File: config.mk
export PLATFORM = sky130hd
export DESIGN_NAME = ex_mem_reg
export DESIGN_NICKNAME = d
export VERILOG_FILES = /design/src/rtl/cpu_pkg.sv /design/src/rtl/mem_align_chk.sv /design/src/rtl/ex_mem_reg.sv
export SDC_FILE = /design/constraint.sdc
export NUM_CORES = 1
export LEC_CHECK = 0
export CAP_MARGIN = 20
export CORE_MARGIN = 1.5
export CORE_UTILIZATION = 35
export DETAILED_ROUTE_END_ITERATION = 8
export PLACE_DENSITY = 0.66
export SKIP_LAST_GASP = 1
export SLEW_MARGIN = 30
export SYNTH_ARGS = -nofsm -noshare
export SYNTH_HDL_FRONTEND = slang
export SYNTH_SLANG_ARGS = --single-unit
File: constraint.sdc
create_clock -name clk -period 2.8 [get_ports clk]
set_input_delay 0.56 -clock clk [delete_from_list [all_inputs] [get_ports clk]]
set_output_delay 0.56 -clock clk [all_outputs]
set_load 0.005 [all_outputs]
File: src/rtl/cpu_pkg.sv
// Shared CPU pipeline definitions: register-zero index, memory-control bundle and access sizes.
package cpu_pkg;

    localparam logic [4:0] REG_ZERO = 5'd0;

    typedef struct packed {
        logic reg_write;
        logic mem_write;
        logic mem_to_reg;
        logic unsigned_ext;
        logic byte_en;
        logic half_en;
    } mem_ctrl_t;

    typedef enum logic [1:0] {
        SZ_BYTE = 2'd0,
        SZ_HALF = 2'd1,
        SZ_WORD = 2'd2
    } acc_size_t;

    // Byte wins when both size bits are set.
    function automatic acc_size_t acc_size(input logic byte_en, input logic half_en);
        acc_size_t sz;
        if (byte_en) begin
            sz = SZ_BYTE;
        end else if (half_en) begin
            sz = SZ_HALF;
        end else begin
            sz = SZ_WORD;
        end
        return sz;
    endfunction

endpackage

File: src/rtl/mem_align_chk.sv
// Combinational alignment check for a memory access; reusable for fetch addresses.
module mem_align_chk
    import cpu_pkg::*;
(
    input  logic [1:0] addr_lo,
    input  logic       byte_en,
    input  logic       half_en,
    input  logic       access,
    output logic       misaligned
);

    acc_size_t size_s;

    // Decode access size and flag addresses that break its natural alignment.
    always_comb begin
        size_s     = acc_size(byte_en, half_en);
        misaligned = 1'b0;
        if (access) begin
            case (size_s)
                SZ_BYTE: misaligned = 1'b0;
                SZ_HALF: misaligned = addr_lo[0];
                SZ_WORD: misaligned = (addr_lo != 2'b00);
                default: misaligned = 1'b0;
            endcase
        end else begin
            misaligned = 1'b0;
        end
    end

endmodule

File: src/rtl/ex_mem_reg.sv
// EX/MEM pipeline register with stall/flush, WB store-data forwarding and snooping,
// and misaligned-access squashing with a sticky fault address.
module ex_mem_reg
    import cpu_pkg::*;
#(
    parameter int DATA_W = 32,
    parameter int REG_W  = 5
) (
    input  logic              clk,
    input  logic              CLR,
    input  logic              stall,
    input  logic              flush,
    input  logic              valid_in,
    input  logic [DATA_W-1:0] alu_in,
    input  logic [DATA_W-1:0] rt_data_in,
    input  logic [REG_W-1:0]  rt_in,
    input  logic [REG_W-1:0]  dst_in,
    input  logic              RegWrite_in,
    input  logic              MemWrite_in,
    input  logic              MemtoReg_in,
    input  logic              UnsignedExt_in,
    input  logic              Byte_in,
    input  logic              Half_in,
    input  logic              wb_RegWrite,
    input  logic [REG_W-1:0]  wb_dst,
    input  logic [DATA_W-1:0] wb_data,
    input  logic              err_ack,
    output logic [DATA_W-1:0] R1_in,
    output logic [DATA_W-1:0] data_in,
    output logic              MemWrite,
    output logic              MemtoReg,
    output logic              UnsignedExt_Mem,
    output logic              Byte,
    output logic              Half,
    output logic              RegWrite,
    output logic [REG_W-1:0]  dst,
    output logic              valid,
    output logic              addr_err,
    output logic [DATA_W-1:0] bad_addr,
    output logic              fault
);

    mem_ctrl_t         ctrl_r;
    mem_ctrl_t         cap_ctrl_s;
    logic              valid_r;
    logic              addr_err_r;
    logic              fault_r;
    logic [DATA_W-1:0] r1_r;
    logic [DATA_W-1:0] data_r;
    logic [DATA_W-1:0] bad_addr_r;
    logic [DATA_W-1:0] cap_data_s;
    logic [REG_W-1:0]  dst_r;
    logic [REG_W-1:0]  rt_r;
    logic              misaligned_s;
    logic              access_s;
    logic              capture_s;
    logic              fwd_s;
    logic              snoop_s;

    assign access_s  = valid_in & (MemWrite_in | MemtoReg_in);
    assign capture_s = ~flush & ~stall;
    assign fwd_s     = wb_RegWrite & (wb_dst == rt_in) & (rt_in != REG_W'(REG_ZERO));
    // Held rt lets a stalled store pick up a register written back while it waits.
    assign snoop_s   = wb_RegWrite & (wb_dst == rt_r) & (rt_r != REG_W'(REG_ZERO));

    mem_align_chk u_align_chk (
        .addr_lo    (alu_in[1:0]),
        .byte_en    (Byte_in),
        .half_en    (Half_in),
        .access     (access_s),
        .misaligned (misaligned_s)
    );

    // Build the control bundle and store data to capture from EX this cycle.
    always_comb begin
        cap_ctrl_s = '0;
        cap_data_s = rt_data_in;
        if (valid_in) begin
            cap_ctrl_s.reg_write    = RegWrite_in & ~misaligned_s;
            cap_ctrl_s.mem_write    = MemWrite_in & ~misaligned_s;
            cap_ctrl_s.mem_to_reg   = MemtoReg_in & ~misaligned_s;
            cap_ctrl_s.unsigned_ext = UnsignedExt_in;
            cap_ctrl_s.byte_en      = Byte_in;
            cap_ctrl_s.half_en      = Half_in & ~Byte_in;
        end else begin
            cap_ctrl_s = '0;
        end
        if (fwd_s) begin
            cap_data_s = wb_data;
        end else begin
            cap_data_s = rt_data_in;
        end
    end

    // Pipeline fields: reset, bubble, hold-with-snoop, or capture.
    always_ff @(posedge clk) begin
        if (CLR) begin
            ctrl_r     <= '0;
            valid_r    <= 1'b0;
            r1_r       <= '0;
            data_r     <= '0;
            dst_r      <= '0;
            rt_r       <= '0;
            addr_err_r <= 1'b0;
        end else if (flush) begin
            ctrl_r     <= '0;
            valid_r    <= 1'b0;
            r1_r       <= '0;
            data_r     <= '0;
            dst_r      <= '0;
            rt_r       <= '0;
            addr_err_r <= 1'b0;
        end else if (stall) begin
            addr_err_r <= 1'b0;
            if (snoop_s) begin
                data_r <= wb_data;
            end
        end else begin
            ctrl_r     <= cap_ctrl_s;
            valid_r    <= valid_in;
            r1_r       <= alu_in;
            data_r     <= cap_data_s;
            dst_r      <= dst_in;
            rt_r       <= rt_in;
            addr_err_r <= misaligned_s;
        end
    end

    // Sticky fault: first fault wins, unless acknowledged in the same cycle.
    always_ff @(posedge clk) begin
        if (CLR) begin
            fault_r    <= 1'b0;
            bad_addr_r <= '0;
        end else if (capture_s && misaligned_s && (!fault_r || err_ack)) begin
            fault_r    <= 1'b1;
            bad_addr_r <= alu_in;
        end else if (err_ack) begin
            fault_r    <= 1'b0;
            bad_addr_r <= '0;
        end
    end

    assign R1_in           = r1_r;
    assign data_in         = data_r;
    assign MemWrite        = ctrl_r.mem_write;
    assign MemtoReg        = ctrl_r.mem_to_reg;
    assign UnsignedExt_Mem = ctrl_r.unsigned_ext;
    assign Byte            = ctrl_r.byte_en;
    assign Half            = ctrl_r.half_en;
    assign RegWrite        = ctrl_r.reg_write;
    assign dst             = dst_r;
    assign valid           = valid_r;
    assign addr_err        = addr_err_r;
    assign bad_addr        = bad_addr_r;
    assign fault           = fault_r;

endmodule

==> results by group, run 1 <==
Critical path
  – Worst Path Required: between 3000 and 4000 ps
  – Crit path kind: in2reg
  – Critical Path Source: wb_dst[2]
  – Critical-path cell list: clkdlybuf4s50_1 -> inv_1 -> a221o_1 -> or3_2 -> buf_4 -> a221oi_2 -> a31oi_1
  – Slowest cell on the critical path: or3_2
  – Worst EP arrival: approximately 2600 ps
  – R2R Path Start: rt_r[0]$_SDFFE_PP0N_
  – Critical Path Stages: 7
  – Crit path max-delay family: buffers and inverters
  – Reg-to-reg endpoint: data_in[5]$_SDFFE_PP0P_
  – Max stage delay on crit path: 520 ps
  – Critical Path End Type: register
  – Crit path to: data_in[26]$_SDFFE_PP0P_
  – Worst reg-to-reg path cell count: 6
  – Type of origin of the critical path: input port
  – CP Max Fanout: 11
  – Reg-to-reg slack, setup: between 800 and 900 ps
  – WP buf/inv: 3

Yosys
  – Largest family of logic cells by synthesized area: simple AND/OR/NAND/NOR gates
  – Post-Synthesis Cell Area: 0.00535 sq mm
  – Synth cell count leaders: dfxtp_1 (115), nand2_1 (67), nor2_1 (54), mux2i_1 (42)
  – Syn_area_per_cell: 9.00 sq um
  – Post-synthesis adder-cell area fraction: 0%
  – Mapped Nets: 718
  – Post-synthesis mux area share: 7.86%
  – Cell count after synthesis: 594
  – Post-synth EDFFs: 0
  – Largest cells by area after synthesis: dfxtp_1 (43%), a221oi_2 (8.4%), mux2i_1 (7.9%)
  – Post-Synth Simple-Gate Area: 22.4%
  – Yosys warning total: 0
  – Xor and xnor fraction of the mapped netlist area: 0.819%
  – Register area share after synthesis: 43.1%
  – Synth unique cells: 36
  – Post-synth top area cell: dfxtp_1
  – Synth Area in Compound Gates: 21.2%
  – Top-area cell type share of the netlist area: 43.1%
  – Asr flop ratio synth: 0%
  – Flops & latches, synth: 115
  – Top_reg_cell synth: dfxtp_1
  – Top-count cell post-synth: dfxtp_1

GRT
  – GR Util met2: 36.8%
  – GR Layer Usage met3: 6.54%
  – GRT Overall Usage: 21.7%
  – Met1 Usage GRT: 24.0%
  – First-pass GRT wire length: 27,500 um
  – Gr ovfl total: 0
  – GR peak layer: met2
  – Vias in the first global route: approximately 5,400
  – Largest net degree at the start of global routing: 73
  – Initial antenna violation count: 0

Timing
  – RSZ-0062 raised after global routing: no
  – Fin. max-slew vios: 0
  – Skew final: 15.7 ps
  – Final hold vios: 0
  – Fin crit period: approximately 2300 ps
  – Fin crit share: 82.3%
  – # setup viols final: 0
  – Hold slack: 476 ps
  – Setup tns final: 0 ps
  – Rel. slew slack: 61.8%
  – Tightest Pin Transition: 574 ps
  – Max frequency: between 400 and 500 MHz

Clock network
  – Post-cts resize count: 0
  – Max Buffers Root-to-Sink: 2
  – Number of setup buffers added after CTS: 0
  – CTS root buf: clkbuf_16
  – Clock transition at path regs: 60 ps
  – Clk Latency, worst-skew pair: 410 ps
  – CTS tree: yes
  – CTS sink count: 115
  – Num CTS Buffers: 17
  – Post-CTS Hold Fix Bufs: 0
  – H-tree level count: 4

Detailed routing
  – Initial detailed-routing violation count: 213
  – Via count: 5,239
  – Drt via density: roughly 5.2
  – Drt drc: 0
  – Initial DRT Pass Iterations: 5
  – DR WL/cell: approximately 17 um
  – Antenna viol nets, final: 0
  – Routed wire length: 17,600 um

Hold path
  – Hold WC Path Type: reg2reg

Power
  – Clock power share: a little under half
  – Combinational fraction of design power: 14.5%
  – Pwr Density: 531 mW/mm^2
  – Peak supply drop: approximately 0.46 mV
  – Net Sw Power: roughly 0.0011 W
  – Static leakage: 3.10 nW
  – Sequential share of power: 37.9%
  – Overall power consumption: 0.00451 W
  – Sw Share: about a quarter
  – Internal: 0.00340 W

Cells and area
  – Non-Filler Instances: about 1,000
  – Antenna cells: 0
  – NumNets Final: 938
  – Filler instances: between 1,000 and 1,500
  – Share of cells above drive strength 1: 10.6%
  – Area Overhead vs Synth: 58.8%

Placement
  – # port buffers: 233
  – Dpl cells: between 900 and 1,000
  – Detail Placement HPWL: roughly 12,000 um
  – Gp weighted congestion: 0.827

Die
  – Width of the die: 127 um
  – IO Pins: 234
  – Die Y: 127 um
  – Die area: 0.0160 sq mm
  – Core area: 0.0147 sq mm
  – Row count: 44
  – Initial Utilization: 36.4%

Run
  – Max-Cap Viols: 0

Run status
  – Status: finished, final reports clean
## cells in the final DEF (no fill, tap or decap), types with 3 or more instances in the layout
master and n:
nor2b_1 35, nor2_1 53, dfxtp_1 115, clkinvlp_4 3
clkinv_4 5, xnor2_1 5, o21ai_0 35, a31oi_1 32
clkdlybuf4s50_1 232, buf_4 14, and2_1 33, nand2b_1 3
a21oi_1 35, a221oi_2 30, inv_1 4, buf_12 5
nand2_1 67, clkbuf_16 17, mux2i_1 42, a22oi_1 4
nand3b_1 32
## state kept, by name (all words and copies together) (netlist names), 5 cells and up
signal and flops:
R1_in 32, bad_addr 32, data_in 32, dst 5, rt_r 5
## cell families after synthesis
| group | count (synthesis) |
|---|---|
| multiplexers | 42 |
| XOR/XNOR | 5 |
| buffers and inverters | 54 |
| AND/OR/NAND/NOR | 231 |
| AO/OA/AOI/OAI | 147 |
| flip-flops | 115 |
## power by group through the flow
stage | clock network, W | logic [W] | registers, W
6_report | 0.00215 | 0.000653 | 0.00171
5_1_grt | 0.00227 | 0.000703 | 0.00172
4_1_cts | 0.00219 | 0.000656 | 0.00171
3_5_place_dp | 0 | 0.000651 | 0.00175
3_3_place_gp | 0 | 0.000638 | 0.00174
2_1_floorplan | 0 | 0.000281 | 0.00175
## worst min-delay path by stage
stage	startpoint	end	depth (start not counted)
after floorplan	valid$_SDFFE_PP0N_	valid$_SDFFE_PP0N_	2
after CTS	valid$_SDFFE_PP0N_	valid$_SDFFE_PP0N_	2
after global routing	bad_addr[23]$_SDFFE_PP0P_	bad_addr[23]$_SDFFE_PP0P_	2
after detailed placement	valid$_SDFFE_PP0N_	valid$_SDFFE_PP0N_	2
after global placement	valid$_SDFFE_PP0N_	valid$_SDFFE_PP0N_	2
final	valid$_SDFFE_PP0N_	valid$_SDFFE_PP0N_	2
## metal layers
layer / share of wire (%) / vias to the layer above / wire (um)
met2: 49 / 184 / 8580
met3: 6.0 / 46 / 1060
li1: - / 2543 / -
met1: 40 / 2466 / 7100
met5: 0 / - / 0
met4: 4.6 / 0 / 812
## worst reg2reg max path, cell delays in order (launching register included)
cell	delay, ps
dfxtp_1	330
or4_1	540
a21oi_1	280
o31ai_4	170
buf_12	220
o21ai_0	190
a31oi_1	60
## layout make-up
| cell class | instances | area (sq um) | area share (%) |
|---|---|---|---|
| clock buffer | 18 | 439 | 5.17 |
| clock inverter | 14 | 154 | 1.81 |
| inverter | 4 | 15.0 | 0.177 |
| multi-input combinational | 425 | 2820 | 33.2 |
| sequential | 115 | 2300 | 27.1 |
| tap | 184 | 230 | 2.71 |
| timing repair buffer | 251 | 2530 | 29.8 |
## metrics by stage
stage	worst slack [ps]	util, %	area, sq um
2_1_floorplan	700	-	5350
4_1_cts	507	57.7	8490
3_5_place_dp	78.2	53.7	7890
5_1_grt	384	57.8	8490
6_report	496	57.8	8490
3_3_place_gp	130	53.7	7890
(Power assumes the default switching activity.)
==> inputs of run 2 (changes only) <==
--- a/config.mk
+++ b/config.mk
@@ -9,7 +9,7 @@
 export CORE_MARGIN = 1.5
 export CORE_UTILIZATION = 35
 export DETAILED_ROUTE_END_ITERATION = 8
-export PLACE_DENSITY = 0.66
+export PLACE_DENSITY = 0.68
 export SKIP_LAST_GASP = 1
 export SLEW_MARGIN = 30
 export SYNTH_ARGS = -nofsm -noshare
==> constraint.sdc (replaced) <==
create_clock -name clk -period 1.9 [get_ports clk]
set_input_delay 0.38 -clock clk [delete_from_list [all_inputs] [get_ports clk]]
set_output_delay 0.38 -clock clk [all_outputs]
set_load 0.005 [all_outputs]
==> run 2 against run 1 <==
The run now ends with negative setup slack left. Largest power group unchanged. Final cell count increased by 2.4%. Die area is the same. Critical path type unchanged. Flip-flop and latch count is the same.
==> results by group, run 2 (same netlist as run 1, synthesis figures left out) <==
Run status
  – Status: finished, violations left
  – Failing checks: negative setup slack

Cells and area
  – Filler instances: 1,206
  – Area taken by multi-input logic gates: 0.00288 sq mm
  – FF/Latch Area: 0.00230 sq mm
  – Share of cells above drive strength 1: 14.2%
  – NumNets Final: 963
  – Antenna cells: 0
  – Non-Filler Instances: 1,035
  – Most common cell after layout, fill and taps aside: clkdlybuf4s50_1
  – Post-layout util: between 60% and 70%
  – Commonest non-fill, non-tap cells in the layout: clkdlybuf4s50_1 (224), dfxtp_1 (115), nand2_1 (67)
  – Area Overhead vs Synth: 67.3%

Die
  – Core area: 0.0147 sq mm
  – IO Pins: around 230
  – Row count: 44
  – Die Y: 127 um
  – Width of the die: 127 um
  – Initial Utilization: 36.4%
  – Die area: 0.0160 sq mm

Clock network
  – CTS root buf: clkbuf_16
  – H-tree level count: 4
  – CTS sink count: 115
  – Clock transition at path regs: approximately 50 ps
  – Post-CTS Hold Fix Bufs: 0
  – CTS tree: yes
  – Clk Latency, worst-skew pair: a little over 400 ps
  – Max Buffers Root-to-Sink: 2
  – Num CTS Buffers: 17

GRT
  – Vias in the first global route: roughly 5,400
  – First-pass GRT wire length: 27,800 um
  – GR peak layer: met2
  – GR Layer Usage met3: between 5 and 6%
  – GRT Overall Usage: 22.1%
  – Initial antenna violation count: 0
  – Met1 Usage GRT: 25.6%
  – Gr ovfl total: 0
  – GR Util met2: a little under two fifths
  – Largest net degree at the start of global routing: 79

Timing
  – Setup ws final: -29.1 ps
  – Skew final: 6.41 ps
  – Fin crit period: 1930 ps
  – Tightest Pin Transition: a little over 400 ps
  – # setup viols final: 1
  – Fin crit share: 102%
  – Max frequency: 518 MHz
  – Rel. slew slack: 72.5%
  – Fin. max-slew vios: 0
  – Final hold vios: 0

Critical path
  – Worst Path Required: 2180 ps
  – Worst EP arrival: 2210 ps
  – Max stage delay on crit path: 560 ps
  – Slowest cell on the critical path: or4_4
  – Critical-path cell list: clkbuf_2 -> or4_4 -> a21oi_4 -> nor4_4 -> buf_4 -> bufbuf_16 -> a221oi_2 -> a31oi_1
  – Reg-to-reg slack, setup: 130 ps
  – CP Max Fanout: 9
  – Critical Path End Type: register
  – Type of origin of the critical path: input port
  – Crit path kind: in2reg

Detailed routing
  – Drt via density: roughly 5.2
  – Antenna viol nets, final: 0
  – Initial detailed-routing violation count: ~340
  – Initial DRT Pass Iterations: 4
  – Routed wire length: 18,200 um
  – Drt drc: 0
  – Via count: 5,401
  – DR WL/cell: between 15 and 20 um

Placement
  – Gp weighted congestion: 0.850
  – Dpl cells: 993
  – Detail Placement HPWL: roughly 12,000 um
  – # port buffers: around 230
  – Worst slack, placed: -640 ps

Power
  – Peak supply drop: approximately 0.60 mV
  – Static leakage: between 3 and 4 nW
  – Pwr Density: 777 mW/mm^2

Hold path
  – Hold WC Path Type: in2reg

Run
  – Max-Cap Viols: 0
run 2: final timing paths:
kind                            cells past startpoint                         to                       from
worst min register to register                      2  bad_addr[29]$_SDFFE_PP0P_  bad_addr[29]$_SDFFE_PP0P_
worst min-delay path                                3       rt_r[2]$_SDFFE_PP0N_                   rt_in[2]
worst max-delay path                                8    data_in[3]$_SDFFE_PP0P_                   rt_in[0]
worst max register to register                      6    data_in[3]$_SDFFE_PP0P_       rt_r[0]$_SDFFE_PP0N_
run 2: area by class of cell:
class / count / share of cell area [%]
Timing Repair Buffer: 276 / 32.3
Multi-Input combinational cell: 425 / 32.2
Inverter: 4 / 0.168
Clock inverter: 14 / 2.27
Tap cell: 184 / 2.57
Clock buffer: 17 / 4.75
Sequential cell: 115 / 25.7
run 2: report_power, final:
group	total, W	switching (W)	leakage (nW)	internal, W
sequential	0.00252	0.0000390	0.935	0.00248
combinational	0.00104	0.000434	2.12	0.000603
clock	0.00339	0.00118	0.304	0.00220
total	0.00695	0.00166	3.36	0.00529
run 2: what timing repair did:
action                                  CTS  global route
setup buffers                             4             3
pin swaps                                29            19
cloned                                    4             1
hold endpoints to repair                  0             0
resized for setup                        19            17
endpoints found under the setup margin   32            31
run 2: critical path: cells and delay by family:
family	cells	cell delay, ps
and+or+nand+nor	2	630
AOI/OAI and AO/OA	3	630
buffers and inverters	3	560
run 2: routing by layer:
metal	vias up	wire [um]
met4	0	655
met5	-	0
met2	200	8900
li1	2600	-
met3	45	1080
met1	2556	7530
run 2: stage by stage:
stage / power (W) / hold slack, ps / TNS, ps / area (sq um)
after floorplan: 0.00299 / 462 / 0 / 5360
after global placement: 0.00354 / 456 / -18850 / 8050
after detailed placement: 0.00356 / 477 / -19950 / 8050
after CTS: 0.00699 / 338 / -23.0 / 8860
after global routing: 0.00721 / 302 / -46.2 / 8950
final: 0.00695 / 294 / -29.1 / 8950
